==> src/rtl/unidade_busca_if.sv <==
// Fetch-stage bus: PC to instruction memory, redirect/stall controls from
// decode, and the IF/ID register contents handed to decode.
interface unidade_busca_if;
    logic [31:0] counter;
    logic [31:0] instrucao_entrada;
    logic        stall;
    logic        desvio_tomado;
    logic [15:0] desvio_offset;
    logic        salto;
    logic [25:0] salto_alvo;
    logic        salto_reg;
    logic [31:0] reg_alvo;
    logic [31:0] instrucao_saida;
    logic [31:0] pc_mais4_saida;
    logic        valido_saida;
    logic        erro_alinhamento;

    // fetch unit side
    modport master (
        output counter, instrucao_saida, pc_mais4_saida, valido_saida, erro_alinhamento,
        input  instrucao_entrada, stall, desvio_tomado, desvio_offset,
               salto, salto_alvo, salto_reg, reg_alvo
    );

    // memory / decode side
    modport slave (
        input  counter, instrucao_saida, pc_mais4_saida, valido_saida, erro_alinhamento,
        output instrucao_entrada, stall, desvio_tomado, desvio_offset,
               salto, salto_alvo, salto_reg, reg_alvo
    );
endinterface

==> src/rtl/unidade_busca.sv <==
// Instruction fetch stage: PC register, next-PC selection (sequential,
// branch, jump, register jump) and the IF/ID pipeline register.
module unidade_busca #(
    parameter logic [31:0] PC_RESET = 32'h0000_0000,
    parameter logic [31:0] NOP      = 32'h0000_0000
) (
    input logic             clock,
    input logic             reset_n,
    unidade_busca_if.master bus
);

    typedef enum logic [1:0] {INICIO, BUSCA, ESPERA} estado_t;

    estado_t     estado, prox_estado;
    logic        redir;
    logic [31:0] alvo;
    logic [31:0] pc_seq;
    logic [31:0] pc_prox;
    logic [31:0] instr_prox;
    logic [31:0] pc4_prox;
    logic        valido_prox;
    logic        erro_prox;

    assign redir  = bus.salto_reg | bus.salto | bus.desvio_tomado;
    assign pc_seq = bus.counter + 32'd4;

    // state register
    always_ff @(posedge clock or negedge reset_n) begin
        if (!reset_n) estado <= INICIO;
        else          estado <= prox_estado;
    end

    // next state: boot cycle is always one cycle; ESPERA only on a stall without redirect
    always_comb begin
        prox_estado = BUSCA;
        case (estado)
            INICIO:  prox_estado = BUSCA;
            default: prox_estado = (bus.stall && !redir) ? ESPERA : BUSCA;
        endcase
    end

    // redirect target; register jump wins over jump, jump over branch
    always_comb begin
        if (bus.salto_reg)
            alvo = {bus.reg_alvo[31:2], 2'b00};
        else if (bus.salto)
            alvo = {bus.pc_mais4_saida[31:28], bus.salto_alvo, 2'b00};
        else
            alvo = bus.pc_mais4_saida + {{14{bus.desvio_offset[15]}}, bus.desvio_offset, 2'b00};
    end

    // output logic: next PC, IF/ID contents and sticky alignment error
    always_comb begin
        pc_prox     = bus.counter;
        instr_prox  = bus.instrucao_saida;
        pc4_prox    = bus.pc_mais4_saida;
        valido_prox = bus.valido_saida;
        erro_prox   = bus.erro_alinhamento;
        if (estado != INICIO) begin
            if (redir) begin
                // flush: the instruction fetched this cycle is on the wrong path
                pc_prox     = alvo;
                instr_prox  = NOP;
                pc4_prox    = 32'd0;
                valido_prox = 1'b0;
                if (bus.salto_reg && (bus.reg_alvo[1:0] != 2'b00))
                    erro_prox = 1'b1;
            end else if (!bus.stall) begin
                pc_prox     = pc_seq;
                instr_prox  = bus.instrucao_entrada;
                pc4_prox    = pc_seq;
                valido_prox = 1'b1;
            end
        end
    end

    // PC and IF/ID registers
    always_ff @(posedge clock or negedge reset_n) begin
        if (!reset_n) begin
            bus.counter          <= PC_RESET;
            bus.instrucao_saida  <= NOP;
            bus.pc_mais4_saida   <= 32'd0;
            bus.valido_saida     <= 1'b0;
            bus.erro_alinhamento <= 1'b0;
        end else begin
            bus.counter          <= pc_prox;
            bus.instrucao_saida  <= instr_prox;
            bus.pc_mais4_saida   <= pc4_prox;
            bus.valido_saida     <= valido_prox;
            bus.erro_alinhamento <= erro_prox;
        end
    end

endmodule

==> src/flat_wrapper.sv <==
// flat-port wrapper written by rule: the top's interface ports become plain ports
module unidade_busca_flat 
#(
    parameter logic [31:0] PC_RESET = 32'h0000_0000,
    parameter logic [31:0] NOP      = 32'h0000_0000
)
  (clock, reset_n, bus_counter, bus_instrucao_saida, bus_pc_mais4_saida, bus_valido_saida, bus_erro_alinhamento, bus_instrucao_entrada, bus_stall, bus_desvio_tomado, bus_desvio_offset, bus_salto, bus_salto_alvo, bus_salto_reg, bus_reg_alvo);
  unidade_busca_if bus_i ();
  input logic clock;
  input logic reset_n;
  output wire logic [$bits(bus_i.counter)-1:0] bus_counter;
  output wire logic [$bits(bus_i.instrucao_saida)-1:0] bus_instrucao_saida;
  output wire logic [$bits(bus_i.pc_mais4_saida)-1:0] bus_pc_mais4_saida;
  output wire logic [$bits(bus_i.valido_saida)-1:0] bus_valido_saida;
  output wire logic [$bits(bus_i.erro_alinhamento)-1:0] bus_erro_alinhamento;
  input wire logic [$bits(bus_i.instrucao_entrada)-1:0] bus_instrucao_entrada;
  input wire logic [$bits(bus_i.stall)-1:0] bus_stall;
  input wire logic [$bits(bus_i.desvio_tomado)-1:0] bus_desvio_tomado;
  input wire logic [$bits(bus_i.desvio_offset)-1:0] bus_desvio_offset;
  input wire logic [$bits(bus_i.salto)-1:0] bus_salto;
  input wire logic [$bits(bus_i.salto_alvo)-1:0] bus_salto_alvo;
  input wire logic [$bits(bus_i.salto_reg)-1:0] bus_salto_reg;
  input wire logic [$bits(bus_i.reg_alvo)-1:0] bus_reg_alvo;
  assign bus_counter = bus_i.counter;
  assign bus_instrucao_saida = bus_i.instrucao_saida;
  assign bus_pc_mais4_saida = bus_i.pc_mais4_saida;
  assign bus_valido_saida = bus_i.valido_saida;
  assign bus_erro_alinhamento = bus_i.erro_alinhamento;
  assign bus_i.instrucao_entrada = bus_instrucao_entrada;
  assign bus_i.stall = bus_stall;
  assign bus_i.desvio_tomado = bus_desvio_tomado;
  assign bus_i.desvio_offset = bus_desvio_offset;
  assign bus_i.salto = bus_salto;
  assign bus_i.salto_alvo = bus_salto_alvo;
  assign bus_i.salto_reg = bus_salto_reg;
  assign bus_i.reg_alvo = bus_reg_alvo;
  unidade_busca #(.PC_RESET(PC_RESET), .NOP(NOP)) u_core (.clock(clock), .reset_n(reset_n), .bus(bus_i));
endmodule
==> config.mk <==
export PLATFORM = sky130hd
export DESIGN_NAME = unidade_busca_flat
export DESIGN_NICKNAME = d
export VERILOG_FILES = /design/src/rtl/unidade_busca_if.sv /design/src/rtl/unidade_busca.sv /design/src/flat_wrapper.sv
export SDC_FILE = /design/constraint.sdc
export NUM_CORES = 1
export LEC_CHECK = 0
export ABC_AREA = 1
export CORE_MARGIN = 3
export CORE_UTILIZATION = 50
export CTS_BUF_LIST = sky130_fd_sc_hd__clkbuf_2
export CTS_CLUSTER_DIAMETER = 200
export DETAILED_ROUTE_END_ITERATION = 12
export GPL_ROUTABILITY_DRIVEN = 0
export PLACE_DENSITY = 0.81
export SLEW_MARGIN = 20
export SYNTH_ARGS = -nofsm -noshare
export SYNTH_HDL_FRONTEND = slang
export SYNTH_SLANG_ARGS = --single-unit
==> constraint.sdc <==
create_clock -name clock -period 2.4 [get_ports clock]
set_input_delay 0.48 -clock clock [delete_from_list [all_inputs] [get_ports clock]]
set_output_delay 0.48 -clock clock [all_outputs]
set_load 0.005 [all_outputs]
==> out/summary.txt, run 1 <==
dpl hpwl: 20700 µm
clock tree from TritonCTS: done
crit path cell chain: clkdlybuf4s50_1
Antenna diodes: 0
Logic pwr share: 38.1%
CP Capture Type: output port
Die Wd: 127 µm
row count: 43
Slew Limit Fails: 0
xor/xnor share of the synthesized area: 1.32%
outcome: complete, no violations
first-pass GRT wire length: 41300 µm
yosys warns: 0
mux contribution to synthesized area: 0%
RSZ-0062 raised after global routing: no
Mapped Nets: 1236
port buffer count: 209
clock share of power: 20.6%
post-layout min period: 2.22 ns
fin cells: 1559
H-tree depth: 3
All-Layer GR Usage: 32.2%
Avg WL per Cell: 16.5 µm
die area: 16000 µm²
WL final: 25800 µm
Die Y: 127 µm
clk_skew: 0.0265 ns
Starting Density: 51.8%
vias per cell: 5.49
Post-Place Cells: 1541
Worst Path Buf+Inv: 1
M3 GR Usage: 6.32%
fraction of the mapped netlist area in simple logic gates: 35.5%
crit start category: flip-flop
initial antenna violation count: 0
syn avg cell area: 6.66 µm²
nets: 1517
Compound-Gate Fraction of Synth Area: 14.9%
Slew @ Worst Pin: 0.530 ns
CP Max Fanout: 7
unique cell type count in the Yosys netlist: 42
Max-Cap Viols: 0
PwrDens: 470 nW/µm²
Worst-path clk slew: 0.26 ns
r2r endpoint: u_core.bus.counter[10]
mapped cell area: 7270 µm²
hold slack final: 0.358 ns
Slew HR: 64.7%
via count: 8554
Core Area: 14000 µm²
FF+latch count, synth: 100
# fillers: 1169
I/O pin cnt: 210
ys async rst share: 100%
P_int: 3.19 mW
delay of the slowest critical-path stage: 0.59 ns
main combinational cell family by area after synthesis: simple AND/OR/NAND/NOR gates
Crit path arrival time: 1.74 ns
Hold WC Path Type: primary input to asynchronous set/reset pin
fin crit share: 92.7%
grt total ovfl: 0
Switch Pwr: 1.70 mW
CTS Buf Count: 9
R2R Path Start: u_core.bus.pc_mais4_saida[2]
number of synthesized flops with an enable pin: 0
area delta synth->final: 42.9%
GRT Max-Usage Layer: met2
Data required, critical path: 1.92 ns
R2R cell count: 10
GR Layer Usage met2: 53.5%
Top FF cell, synth: dfrtp_1
adder-cell share of the synthesized area: 5.44%
Max VDD drop: 0.000334 V
endpoints failing setup: 0
Max Clk Rate: 0.450 GHz
DR iter-0 viols: 1011
Slowest-stage cell, CP: dfrtp_1
Mapped Cells: 1093
critical path's top delay family: flip-flops
DR pass1 iterations: 8
CTS sink cnt: 100
GR Layer Usage met1: 42.0%
critical path class: flip-flop to output port
Reg2Reg Setup Slack: 0.19 ns
DRC viols: 0
Clk Latency, worst-skew pair: 0.59 ns
layout cell share with drive strength beyond 1: 10.8%
overall power: 4.89 mW
Lkg Pwr: 5.25 nW
Sw Share: 34.7%
vias in the first global route: 8327
largest net degree at the start of global routing: 55
DRT antenna net count: 0
CTS root buffer: clkbuf_2
sequential power share: 41.3%
CTS Buffer Depth: 2
Seq/Total Area, Yosys: 34.4%
final hold vios: 0
## cells by family (layout without fill, tap and decap cells)
kind of cell	after synthesis	in the layout
buffers and inverters	156	442
adder cells (fa/ha/maj)	31	31
AND/OR/NAND/NOR	616	616
AO/OA/AOI/OAI	179	179
flip-flops	100	100
XOR/XNOR	11	11
## synthesized netlist by cell type (6+ instances only)
master / instances / area share (%)
a22o_1: 32 / 3.9
o21ai_0: 45 / 3.1
nand2_1: 302 / 16
a22oi_1: 6 / 0.62
clkbuf_1: 15 / 0.77
inv_2: 14 / 0.72
buf_2: 14 / 0.96
dfrtp_1: 100 / 34
nor3_1: 9 / 0.62
a21oi_1: 72 / 5.0
nor2_1: 191 / 9.9
nand3_1: 68 / 4.7
xnor2_1: 10 / 1.2
inv_1: 110 / 5.7
ha_1: 30 / 5.2
nand4_1: 18 / 1.5
## sequential cells by signal, summed over array words and instances, names as in the netlist
signal	flops
u_core.bus.instrucao_saida	32
u_core.bus.erro_alinhamento	1
u_core.bus.counter	32
u_core.bus.pc_mais4_saida	32
u_core.estado	2
u_core.bus.valido_saida	1
## layout make-up
type                            count  area [µm²]  share of cell area, %
Sequential cell                   100        2500                   24.1
Clock inverter                      6         110                   1.06
Multi-Input combinational cell    837        4170                   40.1
Tap cell                          180         225                   2.17
Timing Repair Buffer              302        2870                   27.6
Inverter                          124         465                   4.48
Clock buffer                       10        50.0                  0.482
## timing repair
item                                    in CTS  in global routing
hold buffers                                 1                  0
endpoints found under the setup margin       1                  8
gates resized for setup                      1                  6
endpoints found under the hold margin       37                  0
setup buffers                                0                  1
## routing by layer
metal	part of all wire, %	wire length (µm)
met4	3.6	921
met1	42	10800
met2	46	11800
met5	0	0
met3	8.9	2280
## how the worst max path moves through the flow
| stage | from | end | slack (ns) | cells after the start |
|---|---|---|---|---|
| 2_1_floorplan | bus_desvio_offset[0] | u_core.bus.counter[30] | 0.33 | 14 |
| 3_5_place_dp | bus_desvio_offset[0] | u_core.bus.counter[8] | -0.38 | 11 |
| 3_3_place_gp | bus_desvio_offset[15] | u_core.bus.counter[26] | -0.27 | 14 |
| 4_1_cts | u_core.bus.pc_mais4_saida[2] | u_core.bus.counter[8] | 0.01 | 10 |
| 6_report | u_core.bus.counter[24] | bus_counter[24] | 0.18 | 1 |
| 5_1_grt | u_core.bus.pc_mais4_saida[4] | u_core.bus.counter[17] | 0.005 | 13 |
## cells in the final DEF, fill, tap and decap left out, drive strengths merged, types with 2 or more instances in the layout
cell type and count:
clkbuf 10, a22o 32, dfrtp 100, or2 3, nand4 18, clkdlybuf4s50 208
nor3 11, nand2 305, inv 125, nor2 200, nand3b 3, xnor2 10
o221ai 2, nand3 70, o21a 2, nor4 3, a21oi 73, o21bai 4
a22oi 7, a31oi 3, and2 3, ha 30, buf 93, o21ai 49
a21o 5, bufinv 3
## metrics by stage
stage                     util (%)  instance area, µm²  setup TNS [ns]  setup WS (ns)
after floorplan                  -                7270               0          0.327
after global placement        72.7               10200           -4.46         -0.272
after detailed placement      72.7               10200           -5.70         -0.380
after CTS                     73.9               10400               0         0.0138
after global routing          74.0               10400               0        0.00461
final                         74.0               10400               0          0.176
## power groups by stage
stage	Combinational [mW]	Sequential [mW]	Clock (mW)
final	1.86	2.02	1.01
after global placement	1.80	2.03	0
after global routing	2.05	2.03	1.08
after floorplan	0.847	1.99	0
after detailed placement	1.83	2.03	0
after CTS	1.84	2.01	1.02
Power figures use the tool's default switching activity.
==> run 2, diff against run 1 <==
--- a/config.mk
+++ b/config.mk
@@ -15,2 +15,3 @@
 export PLACE_DENSITY = 0.81
+export RECOVER_POWER = 25
 export SLEW_MARGIN = 20
==> constraint.sdc (replaced) <==
create_clock -name clock -period 2.4 [get_ports clock]
set_input_delay 0.24 -clock clock [delete_from_list [all_inputs] [get_ports clock]]
set_output_delay 0.24 -clock clock [all_outputs]
set_load 0.005 [all_outputs]
==> run 2 against run 1 <==
Routed wire length fell by 2.5%. Sequential power about the same. Non-clock buffer count fell by 22. Largest cell class unchanged. Clock-buffer cell count fell by 1. Critical path depth grew 13. Die area unchanged. Largest power group unchanged. Utilization decreased by 1.6 points. Cell area shrank 2.1%. Final cell count fell by 1.4%. Clock power is essentially flat.
==> out/summary.txt, run 2 (synthesis gave the netlist of run 1 again) <==
Worst setup startpoint: u_core.bus.pc_mais4_saida[4]
Reg2Reg Setup Slack: 0.17 ns
clock tree from TritonCTS: done
Slew HR: 16.0%
Max Clk Rate: 0.448 GHz
All-Layer GR Usage: 31.1%
DR pass1 iterations: 8
Die Y: 127 µm
Starting Density: 51.8%
Clk Latency, worst-skew pair: 0.60 ns
DRC viols: 0
most frequent cells in the layout: nand2_1 (301), clkdlybuf4s50_1 (208), nor2_1 (189)
Sw Share: 34.9%
# fillers: 1195
RSZ-0062 raised after global routing: no
layout cell share with drive strength beyond 1: 9.21%
DR iter-0 viols: 1022
Worst-path clk slew: 0.27 ns
Crit path arrival time: 2.75 ns
CTS Buffer Depth: 2
CTS root buffer: clkbuf_2
DRT antenna net count: 0
Hold WC Path Type: primary input to flip-flop
registers with the most flip-flops: u_core.bus.counter x32, u_core.bus.instrucao_saida x32, u_core.bus.pc_mais4_saida x32
CTS sink cnt: 100
fin crit share: 93.1%
vias per cell: 5.46
Die Wd: 127 µm
CP endpoint: u_core.bus.counter[29]
WL final: 25200 µm
Avg WL per Cell: 16.4 µm
overall power: 4.82 mW
die area: 16000 µm²
Switch Pwr: 1.68 mW
final core occ: 72.4%
cell repeated most along the worst path: nand2_1
Max VDD drop: 0.000271 V
CP Capture Type: flip-flop
I/O pin cnt: 210
clock share of power: 21.0%
delay of the slowest critical-path stage: 0.49 ns
H-tree depth: 3
outcome: complete, no violations
grt total ovfl: 0
initial antenna violation count: 0
nets: 1495
Logic pwr share: 37.2%
placed instance area: 9990 µm²
Data required, critical path: 2.92 ns
hold slack final: 0.211 ns
largest net degree at the start of global routing: 96
Slowest-stage cell, CP: dfrtp_1
vias in the first global route: 8025
most common cell after layout, fill and taps aside: nand2_1
Core Area: 14000 µm²
PwrDens: 474 nW/µm²
setup TNS: 0 ns
dpl hpwl: 19900 µm
crit path cell chain: ha_1 > nand2_1 > nand3_1 > nand2_1 > nand2_1 > nand2_1 > nand2_1 > nand4_1 > nand2_1 > nand2_1 > nand3_1 > nand2_1 > nand2_1 > nand2_1
endpoints failing setup: 0
Antenna diodes: 0
area delta synth->final: 39.9%
R2R Path Start: u_core.bus.pc_mais4_saida[4]
r2r endpoint: u_core.bus.counter[29]
CP Max Fanout: 5
port buffer count: 209
critical path class: flip-flop to flip-flop
Final Cell Area: 10200 µm²
crit start category: flip-flop
CTS Buf Count: 9
via count: 8398
Max-Cap Viols: 0
P_int: 3.13 mW
Slew Limit Fails: 0
sequential power share: 41.8%
post-layout min period: 2.23 ns
first-pass GRT wire length: 40200 µm
row count: 43
Slew @ Worst Pin: 1.26 ns
Lkg Pwr: 5.13 nW
R2R cell count: 14
clk_skew: 0.0275 ns
final hold vios: 0
run 2: worst min-delay path by stage:
stage,from,to,slack (ns),cells past startpoint
final,bus_instrucao_entrada[22],u_core.bus.instrucao_saida[22],0.21,2
after global routing,bus_instrucao_entrada[25],u_core.bus.instrucao_saida[25],0.19,2
after CTS,bus_instrucao_entrada[22],u_core.bus.instrucao_saida[22],0.19,2
after detailed placement,reset_n,u_core.bus.instrucao_saida[25],0.06,1
after global placement,reset_n,u_core.bus.instrucao_saida[25],0.06,1
after floorplan,reset_n,u_core.bus.counter[0],-0.06,0
run 2: layout make-up:
class / instances / area, µm² / area share [%]
Inverter: 124 / 465 / 4.58
Timing Repair Buffer: 280 / 2650 / 26.0
Multi-Input combinational cell: 837 / 4170 / 41.0
Clock inverter: 7 / 114 / 1.12
Sequential cell: 100 / 2500 / 24.6
Tap cell: 180 / 225 / 2.21
Clock buffer: 9 / 45.0 / 0.443
run 2: metrics by stage:
step,cells,setup WS [ns]
floorplan,1093,0.418
global placement,1518,-0.0707
detailed placement,1518,-0.0955
CTS,1536,0.0536
global route,1537,0.00228
finish,1537,0.165
run 2: power by group through the flow:
stage | Sequential, mW | Combinational (mW) | Clock (mW)
floorplan | 1.99 | 0.847 | 0
global placement | 2.03 | 1.74 | 0
detailed placement | 2.03 | 1.77 | 0
CTS | 2.01 | 1.78 | 1.02
global route | 2.03 | 1.98 | 1.07
finish | 2.01 | 1.79 | 1.01
run 2: repair_timing:
action,CTS,global route
hold buffers,2,0
hold endpoints to repair,100,0
setup buffers,0,1
endpoints found under the setup margin,0,12
resized for setup,0,6
run 2: critical path, delay by kind of cell, from the launching register on:
family                   cells  cell delay, ns
adder cells (fa/ha/maj)      1            0.37
flip-flops                   1            0.49
AND/OR/NAND/NOR             13            1.29
run 2: routing by layer:
metal | global-route usage (%) | part of all wire [%] | vias to the layer above | wire length, µm
li1 | - | - | 4071 | -
met1 | 41.7 | 42 | 3854 | 10500
met2 | 50.0 | 45 | 414 | 11400
met3 | 6.74 | 9.6 | 59 | 2430
met4 | 10.9 | 3.3 | 0 | 819
met5 | 0 | 0 | - | 0
==> run 3, diff against run 2 <==
- ABC_CLOCK_PERIOD_IN_PS: default -> 2400
==> results of run 3 <==
Final layout, timing and power as in run 2 (identical DEF).
==> RTL change 1 (config.mk and constraints of run 3) <==
Encoding of `estado_t`: now one-hot (3 bits for 3 values).
--- a/src/rtl/unidade_busca.sv
+++ b/src/rtl/unidade_busca.sv
@@ -10,5 +10,5 @@
 );
 
-    typedef enum logic [1:0] {INICIO, BUSCA, ESPERA} estado_t;
+    typedef enum logic [2:0] {INICIO = 3'b001, BUSCA = 3'b010, ESPERA = 3'b100} estado_t;
 
     estado_t     estado, prox_estado;
Check against the original RTL: no difference found for any inputs over 4 cycles, from zero or initial values and one cycle with reset_n low; so few cycles prove little.
==> RTL change 1 against run 3 <==
  * Sequential cell count rose by 1
  * Count of clock-buffer cells in the layout is 2 higher
  * Die area grew 4.6%
  * Wire length rose by 5.5%
  * Combinational power fell by 3%
  * Power down 1.0%
  * Largest cell class unchanged
  * Synthesized area increased by 4.9%
  * Critical path depth down 2
  * Setup slack lost 0.018 ns
  * Hold slack worse by 0.048 ns
  * Design area rose by 2.8%
==> RTL change 1: results (changes against run 3) <==
crit_start: "u_core.bus.pc_mais4_saida[17]$_DFFE_PN0P_"
dp_hpwl_mm: 20.7  # +4.1%
grt_pass1_wl_mm: 41.9  # +4.1%
yosys-top-cells-area: "dfrtp_1 33%, nand2_1 16%, nor2_1 8.6%, inv_1 7.2%, ha_1 4.9%"
timing.reg2reg.setup_slack_ns: 0.15  # -0.02 ns
final_layout_size_suffix_gt1_share_pct: 9.71  # +0.50 points
ir_drop_uv: 294  # +8.4%
skew_ns: 0.0615  # +0.0340 ns
internal-power_mw: 3.02  # -3.8%
grt_max_degree: 61  # -36%
syn_avg_cell_area_um2: 6.59  # -1.0%
status: "completed"
dp_cells: 1573  # +3.6%
synthTopCellsByCount: "335 x nand2_1, 175 x nor2_1, 147 x inv_1"
drt-wirelength-per-cell_um: 16.6  # +1.6%
routed_wl_mm: 26.5  # +5.5%
worst_slew_pin_slew_ns: 1.19  # -0.0695 ns
reg2reg_depth: 12  # -2
drt_iter0_markers: 939  # -8.1%
syn-num-nets: 1301  # +5.3%
clk_latency_ns: 0.67  # +0.07 ns
grt_pass1_vias: 8344  # +4.0%
hold_class: "input port to flip-flop"
fill_cells: 1260  # +5.4%
leakage_nw: 5.36  # +4.6%
root_buffer: "clkbuf_2"
grt_use_total_pct: 32.0  # +0.86 points
ys_seq_area_share_pct: 33.2  # -1.2 points
ys_types: 49  # +17%
finalNetCount: 1549  # +3.6%
## RTL change 1: cell count changes after synthesis, sizes merged, moves of 5 or more
cell / change
inv: +40
nand2: +38
nand3: +5
nor2: -15
o21ai: -11
## RTL change 1: metrics by stage
stage | cell area [um2] | util [%]
2_1_floorplan | 7630 | -
4_1_cts | 10400 | 70.8
5_1_grt | 10500 | 70.9
3_5_place_dp | 10300 | 69.6
6_report | 10500 | 70.9
3_3_place_gp | 10300 | 69.6
## RTL change 1: cell type report
class                   instances  area (um2)  area share [%]
repair buffers                271        2600            24.8
clock inverters                 5        85.1           0.813
flip-flops and latches        101        2530            24.2
multi-input cells             857        4340            41.5
well taps                     184         230            2.20
inverters                     166         623            5.96
clock buffers                  11        55.1           0.526
## RTL change 1: kinds of logic (layout without fill, tap and decap cells)
logic type      count (synthesis)  count (layout)  share of synthesized area, %
compound gates                167             167                          13.7
xor+xnor                       12              12                          1.38
fa+ha+maj                      31              31                          5.18
buf+inv                       200             453                          10.4
flops                         101             101                          33.2
other cells                     1               1                        0.0492
simple gates                  646             646                          36.2
## RTL change 1: worst min-delay path by stage
stage	from	to	slack (ns)
after floorplan	reset_n	u_core.bus.counter[0]$_DFFE_PN0P_	-0.06
after global placement	reset_n	u_core.bus.instrucao_saida[23]$_DFFE_PN0P_	0.19
after detailed placement	reset_n	u_core.bus.instrucao_saida[23]$_DFFE_PN0P_	0.19
after CTS	bus_instrucao_entrada[27]	u_core.bus.instrucao_saida[27]$_DFFE_PN0P_	0.13
after global routing	bus_instrucao_entrada[4]	u_core.bus.instrucao_saida[4]$_DFFE_PN0P_	0.16
final	bus_instrucao_entrada[27]	u_core.bus.instrucao_saida[27]$_DFFE_PN0P_	0.16
## RTL change 1: metal layers
metal | wire length (um) | GRT usage [%] | vias up
met5 | 0 | 0 | -
met4 | 807 | 10.6 | 0
met3 | 2920 | 7.87 | 60
met2 | 12300 | 52.6 | 450
met1 | 10500 | 41.5 | 3964
li1 | - | - | 4179
## RTL change 1: power groups by stage
stage	Clock, mW	Sequential [mW]	Combinational [mW]
finish	1.01	2.02	1.74
global route	1.07	2.04	1.92
CTS	1.01	2.02	1.71
detailed placement	0	2.04	1.70
global placement	0	2.04	1.68
floorplan	0	2.00	0.840
## RTL change 1: repair_timing
| item | in CTS | in global routing |
|---|---|---|
| buffers inserted | 0 | 3 |
| hold buffers | 3 | 0 |
| gates resized for setup | 0 | 6 |
| endpoints found under the hold margin | 100 | 0 |
| endpoints found under the setup margin | 0 | 4 |
==> RTL change 2 (config.mk and constraints of run 3) <==
Without the edit above. Make the reset (`reset_n`) synchronous in 2 clocked blocks.
--- a/src/rtl/unidade_busca.sv
+++ b/src/rtl/unidade_busca.sv
@@ -26,5 +26,5 @@
 
     // state register
-    always_ff @(posedge clock or negedge reset_n) begin
+    always_ff @(posedge clock) begin
         if (!reset_n) estado <= INICIO;
         else          estado <= prox_estado;
@@ -76,5 +76,5 @@
 
     // PC and IF/ID registers
-    always_ff @(posedge clock or negedge reset_n) begin
+    always_ff @(posedge clock) begin
         if (!reset_n) begin
             bus.counter          <= PC_RESET;
Function: differs if reset_n is asserted again (counterexample within 4 cycles, from zero or initial values and one cycle with reset_n low); with reset_n held inactive, the same outputs for 4 cycles.
==> RTL change 2 against run 3 <==
  * Clock skew rose by 0.0063 ns
  * Global-route usage fell by 0.33 points
  * Wire length fell by 1.5%
  * Combinational power fell by 29%
  * Power fell by 18%
  * Design area fell by 4.4%
  * Critical path depth fell by 1
  * Hold slack got worse by 0.058 ns
  * Sequential cell count did not move
  * Count of clock-buffer cells in the layout rose by 2
  * Setup slack improved by 0.056 ns
  * Sequential power fell by 7%
  * Synthesized area fell by 2.4%
==> RTL change 2: results (changes against run 3) <==
leakage_nw: 4.16  # -19%
skew_ns: 0.0338  # +0.00629 ns
met1_usage_pct: 40.2  # -1.4 points
fmax_ghz: 0.459  # +2.6%
comb_power_mw: 1.27  # -29%
arrival_ns: 2.70  # -0.05 ns
ir_drop_uv: 437  # +61%
synthCells: 1152  # +5.4%
use_met2_pct: 50.9  # +0.87 points
use_met3_pct: 6.82  # +0.086 points
finalNonFillerCells: 1563  # +1.7%
status: "completed"
synth-compound-area-share_pct: 18.3  # +3.4 points
slowest_stage: "fa_1"
vias_per_cell: 5.46  # about the same
crit_path_max_fanout: 4  # -1
hold_slack_ns: 0.153  # -0.0577 ns
switching_share_pct: 34.0  # -0.97 points
grt_pass1_vias: 7840  # -2.3%
place_ws_ns: -0.119  # -0.0230 ns
final_layout_size_suffix_gt1_share_pct: 8.30  # -0.91 points
wl_met2_mm: 11.5  # +0.79%
routed_wl_mm: 24.8  # -1.5%
hold_path_startpoint: "bus_instrucao_entrada[13]"
hold_depth: 3  # +1
synth_xor_area_share_pct: 1.48  # +0.16 points
grt_pass1_wl_mm: 39.7  # -1.3%
synthArstFlopShare_pct: 0  # -100 points
wirelength_met1_mm: 10.3  # -1.7%
drt_iter0_markers: 836  # -18%
dr.pass1.iters: 7  # -1
synthTopCellsByCount: "330 x nand2_1, 143 x nor2_1, 136 x a21oi_1"
reg2reg_depth: 13  # -1
synthAdderAreaFrac_pct: 5.57  # +0.13 points
crit_start: "u_core.bus.pc_mais4_saida[2]$_SDFFE_PN0P_"
ys_types: 48  # +14%
-- RTL change 2: cell type report --
cell class / count / area, um2 / area share (%)
diodes: 1 / 2.50 / 0.0257
clock buffers: 11 / 55.1 / 0.566
clock inverters: 5 / 60.1 / 0.618
inverters: 112 / 420 / 4.32
multi-input cells: 896 / 4460 / 45.9
flip-flops and latches: 100 / 2000 / 20.6
well taps: 176 / 220 / 2.26
repair buffers: 262 / 2500 / 25.7
-- RTL change 2: metrics by stage --
stage | cell area [um2] | total power [mW] | util (%)
2_1_floorplan | 7100 | 2.51 | -
3_3_place_gp | 9640 | 3.14 | 71.1
3_5_place_dp | 9640 | 3.15 | 71.1
4_1_cts | 9750 | 3.95 | 71.9
5_1_grt | 9720 | 4.18 | 71.7
6_report | 9720 | 3.95 | 71.7
-- RTL change 2: worst min-delay path: cells and delay by family --
kind            cells  cell delay (ns)
simple gates        1             0.06
compound gates      1             0.05
buf+inv             1             0.39
